File: src/rtl/sad_min_search.sv
// Best-candidate tracker for integer motion estimation: keeps the per-partition
// running minimum SAD and the index of the candidate that produced it.
module sad_min_search #(
  parameter int NUM_CH   = 4,
  parameter int SAD_W    = 16,
  parameter int NUM_CAND = 1024,
  localparam int IDX_W   = $clog2(NUM_CAND)
) (
  input  logic                    clk,
  input  logic                    rst_n,
  input  logic                    start,
  input  logic                    sad_valid,
  input  logic [NUM_CH*SAD_W-1:0] sad_in,
  output logic                    busy,
  output logic                    done,
  output logic [NUM_CH*SAD_W-1:0] min_sad,
  output logic [NUM_CH*IDX_W-1:0] min_idx
);

  typedef enum logic [1:0] {
    ST_IDLE   = 2'd0,
    ST_SEARCH = 2'd1,
    ST_DONE   = 2'd2
  } state_t;

  state_t                         state_q, state_d;
  logic [IDX_W-1:0]               cnt_q, cnt_d;
  logic                           first_q, first_d;
  logic [NUM_CH-1:0][SAD_W-1:0]   min_sad_q, min_sad_d;
  logic [NUM_CH-1:0][IDX_W-1:0]   min_idx_q, min_idx_d;
  logic                           busy_q, busy_d;
  logic                           done_q, done_d;

  // Next-state, counter and per-lane minimum update
  always_comb begin
    state_d   = state_q;
    cnt_d     = cnt_q;
    first_d   = first_q;
    min_sad_d = min_sad_q;
    min_idx_d = min_idx_q;

    case (state_q)
      ST_IDLE: begin
        if (start) begin
          cnt_d   = {IDX_W{1'b0}};
          first_d = 1'b1;
          state_d = ST_SEARCH;
        end else begin
          state_d = ST_IDLE;
        end
      end
      ST_SEARCH: begin
        // start wins over a coincident sample: the window restarts and the sample is dropped
        if (start) begin
          cnt_d   = {IDX_W{1'b0}};
          first_d = 1'b1;
          state_d = ST_SEARCH;
        end else if (sad_valid) begin
          first_d = 1'b0;
          cnt_d   = cnt_q + IDX_W'(1);
          for (int c = 0; c < NUM_CH; c++) begin
            if (first_q || (sad_in[c*SAD_W +: SAD_W] < min_sad_q[c])) begin
              min_sad_d[c] = sad_in[c*SAD_W +: SAD_W];
              min_idx_d[c] = first_q ? {IDX_W{1'b0}} : cnt_q;
            end else begin
              min_sad_d[c] = min_sad_q[c];
              min_idx_d[c] = min_idx_q[c];
            end
          end
          if (cnt_q == IDX_W'(NUM_CAND - 1)) begin
            state_d = ST_DONE;
          end else begin
            state_d = ST_SEARCH;
          end
        end else begin
          state_d = ST_SEARCH;
        end
      end
      ST_DONE: begin
        state_d = ST_IDLE;
      end
      default: begin
        state_d = ST_IDLE;
      end
    endcase

    busy_d = (state_d == ST_SEARCH);
    done_d = (state_d == ST_DONE);
  end

  // State and result registers
  always_ff @(posedge clk or negedge rst_n) begin
    if (!rst_n) begin
      state_q   <= ST_IDLE;
      cnt_q     <= {IDX_W{1'b0}};
      first_q   <= 1'b0;
      min_sad_q <= {NUM_CH{{SAD_W{1'b1}}}};
      min_idx_q <= {NUM_CH{{IDX_W{1'b0}}}};
      busy_q    <= 1'b0;
      done_q    <= 1'b0;
    end else begin
      state_q   <= state_d;
      cnt_q     <= cnt_d;
      first_q   <= first_d;
      min_sad_q <= min_sad_d;
      min_idx_q <= min_idx_d;
      busy_q    <= busy_d;
      done_q    <= done_d;
    end
  end

  assign busy    = busy_q;
  assign done    = done_q;
  assign min_sad = min_sad_q;
  assign min_idx = min_idx_q;

endmodule

File: config.mk
export PLATFORM = sky130hd
export DESIGN_NAME = sad_min_search
export DESIGN_NICKNAME = d
export VERILOG_FILES = /design/src/rtl/sad_min_search.sv
export SDC_FILE = /design/constraint.sdc
export NUM_CORES = 1
export LEC_CHECK = 0
export CAP_MARGIN = 15
export CORE_ASPECT_RATIO = 0.5
export CORE_MARGIN = 8
export CORE_UTILIZATION = 53
export DETAILED_ROUTE_END_ITERATION = 6
export PLACE_DENSITY = 0.89
export RECOVER_POWER = 25
export SLEW_MARGIN = 20
export SYNTH_ARGS = -nofsm -noshare
export SYNTH_HDL_FRONTEND = slang
export SYNTH_SLANG_ARGS = --single-unit
File: constraint.sdc
create_clock -name clk -period 7.6 [get_ports clk]
set_clock_uncertainty 0.1 [all_clocks]
set_input_delay 0.76 -clock clk [delete_from_list [all_inputs] [get_ports clk]]
set_output_delay 0.76 -clock clk [all_outputs]
set_load 0.02 [all_outputs]
==> results of run 1 <==
## cell families (layout without fill, tap and decap cells)
group / Yosys count / in the layout / synth area share, %
flops: 119 / 119 / 46.01
mux: 94 / 94 / 15.93
fa+ha+maj: 61 / 61 / 11.48
buf+inv: 85 / 272 / 5.271
simple gates: 152 / 152 / 10.69
xor+xnor: 6 / 6 / 0.7907
compound gates: 100 / 100 / 9.827
## cell usage after synthesis (all sizes together) (3+ instances only)
library cell | number | area share [%]
o21a | 5 | 0.56
a21oi | 25 | 2.4
mux2 | 64 | 11
o211ai | 10 | 1.1
xor2 | 5 | 0.66
o21ai | 40 | 3.0
and3 | 3 | 0.28
nor2b | 4 | 0.38
a2111oi | 5 | 0.85
and2 | 10 | 0.94
nand2 | 67 | 3.8
nand3 | 25 | 1.9
nand2b | 4 | 0.49
mux2i | 30 | 4.5
dfrtp | 55 | 21
inv | 62 | 3.5
nand4 | 7 | 0.66
or3 | 5 | 0.47
a21o | 5 | 0.56
dfstp | 64 | 25
nor3 | 7 | 0.53
buf | 8 | 0.92
ha | 61 | 11
nor2 | 17 | 0.96
clkbuf | 15 | 0.85
## path summary, 6_finish.rpt
check	from	to	slack [ps]
setup / recovery	sad_in[45]	min_sad[40]$_DFFE_PN1P_	3880
hold / removal	min_idx[16]$_DFFE_PN0P_	min_idx[16]$_DFFE_PN0P_	400
setup reg to reg	min_sad[45]$_DFFE_PN1P_	min_sad[40]$_DFFE_PN1P_	4100
hold reg to reg	min_idx[16]$_DFFE_PN0P_	min_idx[16]$_DFFE_PN0P_	400
max in group asynchronous	rst_n	min_idx[23]$_DFFE_PN0P_	4570
min in group asynchronous	rst_n	first_q$_DFFE_PN0P_	870
## routing by layer
| metal | routed length, um | share of wire, % | track usage (%) | up-vias |
|---|---|---|---|---|
| li1 | - | - | - | 2509 |
| met1 | 6799 | 40 | 22.98 | 2559 |
| met2 | 9228 | 54 | 39.77 | 141 |
| met3 | 763 | 4.4 | 4.783 | 31 |
| met4 | 393 | 2.3 | 7.703 | 0 |
| met5 | 0 | 0 | 0 | - |
## power breakdown
group / internal [W] / switching, W
Clock: 0.000564 / 0.000279
Combinational: 0.000433 / 0.000443
Sequential: 0.000806 / 0.0000882
Total: 0.00180 / 0.000810
## cell usage in the layout, fill, tap and decap left out, types with 4 or more instances in the layout
master / instances
nor3_1: 7
nand3_1: 25
buf_4: 5
inv_1: 61
or3_1: 5
o211ai_1: 10
clkdlybuf4s50_1: 171
o21ai_0: 39
nand4_1: 7
dfrtp_1: 55
and2_1: 10
mux2_2: 54
ha_1: 61
dfstp_2: 64
mux2_4: 10
mux2i_1: 30
nor2b_1: 4
clkinv_2: 4
nor2_1: 17
a21o_1: 5
clkbuf_1: 5
o21a_1: 5
bufinv_16: 4
xor2_1: 5
a21oi_1: 22
clkbuf_16: 17
nand2_1: 67
## metrics by stage
| step | std cells | utilization, % | hold slack [ps] | setup WS, ps | total power (W) |
|---|---|---|---|---|---|
| detailed placement | 942 | 68.41 | 397.4 | 3464 | 0.001782 |
| global placement | 942 | 68.41 | 387.3 | 3516 | 0.001743 |
| finish | 974 | 73.33 | 403.4 | 3881 | 0.002613 |
| CTS | 974 | 73.36 | 243.4 | 3885 | 0.002635 |
| global route | 974 | 73.33 | 436.4 | 3759 | 0.002748 |
| floorplan | 617 | - | 364.4 | 4758 | 0.001409 |
## flip-flops by register name, indices dropped and copies added, names as in the netlist
register,cells
min_idx,40
done,1
state_q,2
cnt_q,10
first_q,1
min_sad,64
busy,1
## worst max-delay path, stage by stage
cell             delay [ps]
clkdlybuf4s50_1         420
ha_1                    320
a21o_1                  180
a21o_1                  180
a2111oi_2               360
nand3_1                 620
a21oi_4                 690
mux2_2                  400
## area by class of cell
cell class / count / share of cell area, %
clock inverters: 9 / 1.618
flip-flops and latches: 119 / 33.51
inverters: 62 / 2.550
multi-input cells: 413 / 35.55
well taps: 170 / 2.331
repair buffers: 178 / 19.32
clock buffers: 23 / 5.128
==> flow_metrics.tcl, run 1 <==
set metrics [dict create \
    place.gp.congestion 0.7940 \
    fillers 839 \
    dp_hpwl_mm 12.80 \
    min_path_type "reg2reg" \
    cts_tree "built" \
    antenna_cells 0 \
    endpoint_kind "register" \
    cts_setup_buffers 0 \
    yosysWarnings 0 \
    grt_pass1_vias 5609 \
    postSynthAreaPerCell_um2 10.77 \
    violations "capacitance limit, slew limit" \
    multiInputGateArea_um2 3244 \
    ys.flop_type "dfstp_2" \
    initialDrtViolationCount 324 \
    clk_pin_slew_ps 50 \
    reg2regPathDepth 8 \
    grt_setup_unrepaired "false" \
    ant_nets 0 \
    via_per_inst 5.380 \
    fp.dieH_um 95.19 \
    vias 5240 \
    placed_area_um2 8514 \
    synth.distinct_cells 47 \
    globalRoute.totalOverflow 0 \
    fmax_ghz 0.2689 \
    grt_max_degree 82 \
    dieArea_um2 16600 \
    cts-hold-fix-buffers 0 \
    nets 920 \
    status "finished, violations left" \
    synthesis.nets 746 \
    cp.arrival_ps 3940 \
    hold_viol 0 \
    h-tree-depth 4 \
    crit_type "in2reg" \
    fin_crit_sh_pct 48.93 \
    die_width_um 174.4 \
    routedWlPerCell_um 17.64 \
    ios 174 \
    fin_setup_tns_ps 0 \
    netlist_area_um2 6646 \
    critPathLaunchType "input port" \
    ir_drop_uv 166.9 \
    firstDrtPassIters 5 \
    min_period_ps 3719 \
    post-route-drc-count 0 \
    fin_area_um2 9126 \
    grt_pass1_wl_mm 28.21 \
    rows 29 \
    clk_latency_ps 400 \
    drv_cap 1 \
    grt_use_total_pct 20.91 \
    clock_path_buffers 2 \
    numCtsBuffers 17 \
    finalSetupViolations 0 \
    hold_depth 2 \
    antenna_found_initial 0 \
    finalMaxSlewViolations 40 \
    path_max_fanout 16 \
    portBuffers 173 \
    ys_seq_elements 119 \
    clock_sinks 119 \
    tightest_slew_ps 2104 \
    required_ps 7820 \
    synth_edf_count 0 \
    drive_gt1_share_pct 21.14 \
    seq_area_um2 3058 \
    wirelength_mm 17.18 \
    core_um2 12450 \
    synth-async-reset-ratio_pct 100.0 \
    post_cts_resized 0 \
    synthCells 617 \
    p_per_area_nw_per_um2 286.3 \
    initial_core_util_pct 53.40 \
    p_leak_nw 4.044 \
    cts_root_buffer "clkbuf_16" \
    seq_area_frac_synth_pct 46.01 \
    max_slew_margin_pct -40.25 \
    area_growth_pct 37.31 \
]
No activity file was read; power rests on OpenSTA's default activity.
==> run 2: changes to the inputs <==
--- a/config.mk
+++ b/config.mk
@@ -8,9 +8,9 @@
 export CAP_MARGIN = 15
 export CORE_ASPECT_RATIO = 0.5
 export CORE_MARGIN = 8
-export CORE_UTILIZATION = 53
+export CORE_UTILIZATION = 49
 export DETAILED_ROUTE_END_ITERATION = 6
-export PLACE_DENSITY = 0.89
+export PLACE_DENSITY = 0.83
 export RECOVER_POWER = 25
 export SLEW_MARGIN = 20
 export SYNTH_ARGS = -nofsm -noshare
==> constraint.sdc (replaced) <==
create_clock -name clk -period 3.5 [get_ports clk]
set_clock_uncertainty 0.1 [all_clocks]
set_input_delay 0.35 -clock clk [delete_from_list [all_inputs] [get_ports clk]]
set_output_delay 0.35 -clock clk [all_outputs]
set_load 0.02 [all_outputs]
==> run 2 against run 1 <==
Compared with the run above: the run still ends with capacitance limit, slew limit left; utilization shrank 5.1 points; non-clock buffer count grew 5; worst hold slack lost 44 ps; first-iteration DRC count shrank 41%; sequential power grew 120%; sequential cell count is the same; global-route usage shrank 1.9 points; worst setup slack lost 3400 ps; clock-buffer cell count shrank 3; register-to-register slack lost 3600 ps; combinational power grew 120%; critical endpoint is now min_sad[49]$_DFFE_PN1P_.
==> flow_metrics.tcl, run 2 (synthesis gave the netlist of run 1 again) <==
set metrics [dict create \
    status "finished, violations left" \
    violations "capacitance limit, slew limit" \
    dieArea_um2 17770 \
    via_per_inst 5.271 \
    globalRoute.totalOverflow 0 \
    finalSetupViolations 0 \
    crit_type "reg2reg" \
    clock_path_buffers 2 \
    reg2reg_slack_ps 530 \
    cp.arrival_ps 3210 \
    firstDrtPassIters 5 \
    ios 174 \
    max_slew_margin_pct -25.35 \
    cts_setup_buffers 0 \
    final_common_cell "clkdlybuf4s50_1" \
    grt_pass1_wl_mm 27.78 \
    core_um2 13400 \
    reg2regPathDepth 9 \
    worstReg2RegStart "min_sad[57]$_DFFE_PN1P_" \
    fin_crit_sh_pct 84.94 \
    path_max_fanout 16 \
    drv_cap 1 \
    grt_max_degree 76 \
    cts_tree "built" \
    post-route-drc-count 0 \
    endpoint "min_sad[49]$_DFFE_PN1P_" \
    min_period_ps 2973 \
    initialDrtViolationCount 190 \
    place.gp.congestion 0.8124 \
    clk_latency_ps 410 \
    crit_cells 9 \
    die_width_um 180.7 \
    clk_pin_slew_ps 60 \
    tightest_slew_ps 1880 \
    h-tree-depth 4 \
    fin_setup_tns_ps 0 \
    antenna_found_initial 0 \
    crit_family "compound AO/OA/AOI/OAI gates" \
    portBuffers 173 \
    endpoint_kind "register" \
    cts-hold-fix-buffers 0 \
    numCtsBuffers 17 \
    startpoint "min_sad[57]$_DFFE_PN1P_" \
    largest_reg_flops 64 \
    grt_use_total_pct 19.00 \
    p_leak_nw 4.049 \
    vias 5192 \
    critPathMaxStageDelay_ps 550 \
    nets 925 \
    fmax_ghz 0.3364 \
    grt_setup_unrepaired "false" \
    p_per_area_nw_per_um2 608.5 \
    power_w 0.005561 \
    antenna_cells 0 \
    clock_sinks 119 \
    hold_viol 0 \
    final_cell_mix "clkdlybuf4s50_1, nand2_1, dfstp_2" \
    rows 30 \
    required_ps 3730 \
    min_path_type "in2async" \
    grt_pass1_vias 5477 \
    post_cts_resized 0 \
    critPathLaunchType "register" \
    finalMaxSlewViolations 76 \
    cts_root_buffer "clkbuf_16" \
    initial_core_util_pct 49.60 \
    critical_path_buf_inv_count 2 \
    r2r-end "min_sad[49]$_DFFE_PN1P_" \
    ant_nets 0 \
    area_growth_pct 37.50 \
    wirelength_mm 16.51 \
    dp_hpwl_mm 12.35 \
    cpMaxStageDelayCell "dfstp_2" \
    routedWlPerCell_um 16.76 \
    hold_slack_ps 359.7 \
    path_cells "inv_1 > ha_1 > a21oi_1 > nor3_1 > or3_1 > a211o_1 > a21oi_4 > buf_4 > mux2_2" \
    drive_gt1_share_pct 22.13 \
    ir_drop_uv 268.9 \
    fp.dieH_um 98.36 \
]
==> run 2: cell types whose count changed in the layout (fill, tap and decap cells not counted) <==
cell,previous run,this run
clkbuf_1,5,1
clkinv_4,0,2
clkinvlp_4,1,4
dlygate4sd3_1,1,0
clkbuf_2,0,2
bufinv_16,4,2
clkdlybuf4s50_1,171,172
buf_4,5,9
==> run 2: how the worst min path moves through the flow <==
stage / startpoint / endpoint / slack [ps] / depth (start not counted)
finish: rst_n / min_idx[36]$_DFFE_PN0P_ / 360 / 1
global route: min_idx[11]$_DFFE_PN0P_ / min_idx[11]$_DFFE_PN0P_ / 440 / 2
CTS: rst_n / min_idx[30]$_DFFE_PN0P_ / 30 / 1
detailed placement: min_idx[7]$_DFFE_PN0P_ / min_idx[7]$_DFFE_PN0P_ / 390 / 2
global placement: min_idx[25]$_DFFE_PN0P_ / min_idx[25]$_DFFE_PN0P_ / 390 / 2
floorplan: rst_n / busy$_DFF_PN0_ / -50 / 0
==> run 2: cell type report <==
cell class / count / area [um^2]
clock buffers: 20 / 456.7
clock inverters: 12 / 127.6
fillers: 995 / 4262
inverters: 62 / 232.7
multi-input cells: 413 / 3244
flip-flops and latches: 119 / 3058
well taps: 176 / 220.2
repair buffers: 183 / 1799
==> run 2: per-layer routing <==
layer | up-vias | global-route usage [%] | wire length [um]
li1 | 2515 | - | -
met1 | 2550 | 21.61 | 6809
met2 | 110 | 34.36 | 8629
met3 | 17 | 5.002 | 891
met4 | 0 | 6.313 | 180
met5 | - | 0 | 0
==> run 2: power by group <==
part	leakage, nW	internal, W	switching [W]
sequential	1.42	0.00175	0.000187
clock	0.278	0.00108	0.000637
combinational	2.35	0.000945	0.000959
total	4.05	0.00378	0.00178
==> run 2: through the flow <==
stage	setup WS, ps	util [%]	std cells	cell area (um^2)
2_1_floorplan	795.7	-	617	6646
3_3_place_gp	349.1	63.97	953	8572
3_5_place_dp	299.5	63.97	953	8572
4_1_cts	522.8	68.33	985	9156
5_1_grt	350.4	68.20	985	9139
6_report	527.0	68.20	985	9139
==> run 3: changes to the inputs <==
--- a/config.mk
+++ b/config.mk
@@ -8,9 +8,9 @@
 export CAP_MARGIN = 15
 export CORE_ASPECT_RATIO = 0.5
 export CORE_MARGIN = 8
-export CORE_UTILIZATION = 49
+export CORE_UTILIZATION = 45
 export DETAILED_ROUTE_END_ITERATION = 6
-export PLACE_DENSITY = 0.83
+export PLACE_DENSITY = 0.81
 export RECOVER_POWER = 25
 export SLEW_MARGIN = 20
 export SYNTH_ARGS = -nofsm -noshare
==> constraint.sdc (replaced) <==
create_clock -name clk -period 2.66 [get_ports clk]
set_clock_uncertainty 0.1 [all_clocks]
set_input_delay 0.266 -clock clk [delete_from_list [all_inputs] [get_ports clk]]
set_output_delay 0.266 -clock clk [all_outputs]
set_load 0.02 [all_outputs]
==> run 3 against run 2 <==
Compared with the run above: the run now ends clean; clock-buffer cell count increased by 7; sequential power increased by 31%; register-to-register slack got worse by 480 ps; non-clock buffer count increased by 24; first-iteration DRC count increased by 57%.
==> flow_metrics.tcl, run 3 (synthesis gave the netlist of run 1 again) <==
set metrics [dict create \
    fmax_ghz 0.3824 \
    crit_type "reg2reg" \
    cts_tree "built" \
    initialDrtViolationCount 298 \
    firstDrtPassIters 5 \
    dieArea_um2 19150 \
    die_width_um 187.9 \
    endpoint_kind "register" \
    critPathLaunchType "register" \
    numCtsBuffers 17 \
    path_max_fanout 8 \
    drv_cap 0 \
    reg2regPathDepth 9 \
    ir_drop_uv 356.5 \
    grt_setup_unrepaired "true" \
    critPathMaxStageDelay_ps 530 \
    cpMaxStageDelayCell "dfstp_2" \
    path_cells "inv_1 > ha_4 > a21o_1 > a21o_1 > a2111oi_4 > nand3_2 > a21oi_4 > clkbuf_16 > mux2_2" \
    final_common_cell "clkdlybuf4s50_1" \
    max_slew_margin_pct 26.26 \
    grt_pass1_vias 5365 \
    clk_pin_slew_ps 60 \
    antenna_found_initial 0 \
    finalSetupViolations 0 \
    r2r-end "min_sad[41]$_DFFE_PN1P_" \
    startpoint "min_sad[45]$_DFFE_PN1P_" \
    clk_latency_ps 400 \
    nets 949 \
    routedWlPerCell_um 17.22 \
    p_leak_nw 4.205 \
    min_path_type "in2reg" \
    final_cell_mix "clkdlybuf4s50_1, nand2_1, dfstp_2" \
    globalRoute.totalOverflow 0 \
    status "complete, no violations" \
    core_um2 14470 \
    fp.dieH_um 101.9 \
    vias 5323 \
    clock_sinks 119 \
    h-tree-depth 4 \
    antenna_cells 0 \
    rows 31 \
    fin_crit_sh_pct 98.30 \
    ant_nets 0 \
    finalMaxSlewViolations 0 \
    area_growth_pct 44.03 \
    grt_use_total_pct 18.07 \
    required_ps 2890 \
    cp.arrival_ps 2840 \
    post-route-drc-count 0 \
    portBuffers 173 \
    place.gp.congestion 0.8087 \
    endpoint "min_sad[41]$_DFFE_PN1P_" \
    cpMostUsedCell "a21o_1" \
    clock_path_buffers 2 \
    fillers 1104 \
    largest_reg_flops 64 \
    tightest_slew_ps 1106 \
    finalNonFillerCells 1031 \
    min_period_ps 2615 \
    grt_pass1_wl_mm 28.12 \
    drive_gt1_share_pct 25.81 \
    hold_viol 0 \
    reg2reg_slack_ps 50 \
    grt_max_degree 45 \
    wirelength_mm 17.76 \
    worstReg2RegStart "min_sad[45]$_DFFE_PN1P_" \
    initial_core_util_pct 45.94 \
    dp_cells 990 \
    dp_hpwl_mm 13.05 \
    cts_root_buffer "clkbuf_16" \
    via_per_inst 5.163 \
    hold_slack_ps 400.8 \
    ios 174 \
    p_per_area_nw_per_um2 782.5 \
]
run 3: layer usage:
layer	GRT usage, %	wire (um)	vias up	share of wire [%]
met5	0	0	-	0
met4	6.197	297	0	1.7
met3	3.713	702	17	4.0
met2	31.54	8946	132	50
met1	22.32	7810	2613	44
li1	-	-	2561	-
run 3: layout make-up:
type | instances | area, um^2 | share of cell area (%)
Multi-Input combinational cell | 413 | 3417 | 35.69
Clock inverter | 5 | 50.05 | 0.5228
Clock buffer | 27 | 503.0 | 5.254
Tap cell | 198 | 247.7 | 2.588
Sequential cell | 119 | 3058 | 31.94
Inverter | 62 | 232.7 | 2.431
Timing Repair Buffer | 207 | 2064 | 21.57
run 3: how the worst min path moves through the flow:
| stage | end | from | slack, ps | cells past startpoint |
|---|---|---|---|---|
| floorplan | busy$_DFF_PN0_ | rst_n | -130 | 0 |
| global placement | min_idx[32]$_DFFE_PN0P_ | rst_n | 200 | 1 |
| detailed placement | min_idx[32]$_DFFE_PN0P_ | rst_n | 200 | 1 |
| CTS | min_idx[32]$_DFFE_PN0P_ | rst_n | 350 | 2 |
| global route | min_sad[32]$_DFFE_PN1P_ | sad_in[32] | 400 | 2 |
| finish | min_sad[0]$_DFFE_PN1P_ | sad_in[0] | 400 | 2 |
run 3: report_power, final:
part | total (W) | internal [W] | switching (W) | leakage [nW]
clock network | 0.00216 | 0.00138 | 0.000784 | 0.275
registers | 0.00255 | 0.00230 | 0.000250 | 1.42
logic | 0.00277 | 0.00140 | 0.00137 | 2.51
run 3: through the flow:
| stage | setup WS, ps | setup TNS (ps) | total power (W) | instance area, um^2 | util, % |
|---|---|---|---|---|---|
| floorplan | 20.65 | 0 | 0.004024 | 6646 | - |
| global placement | -281.3 | -6410 | 0.005100 | 8750 | 60.48 |
| detailed placement | -229.7 | -8566 | 0.005179 | 8750 | 60.48 |
| CTS | 5.914 | 0 | 0.007385 | 9324 | 64.45 |
| global route | -48.76 | -929.6 | 0.007909 | 9573 | 66.17 |
| finish | 45.16 | 0 | 0.007491 | 9573 | 66.17 |
run 3: critical path: cells and delay by family, from the launching register on:
| family | cells | cell delay, ps |
|---|---|---|
| mux | 1 | 330 |
| compound gates | 4 | 970 |
| simple gates | 1 | 150 |
| flops | 1 | 530 |
| fa+ha+maj | 1 | 210 |
| buf+inv | 2 | 260 |
run 3: timing repair:
item                                    4_1_cts  5_1_grt
endpoints found under the setup margin       16       79
endpoints found under the hold margin        32        0
resized for setup                             3       26
buffers inserted                              0        6
hold buffers                                  1        0
gates cloned                                  0        2
pin swaps                                     2        7
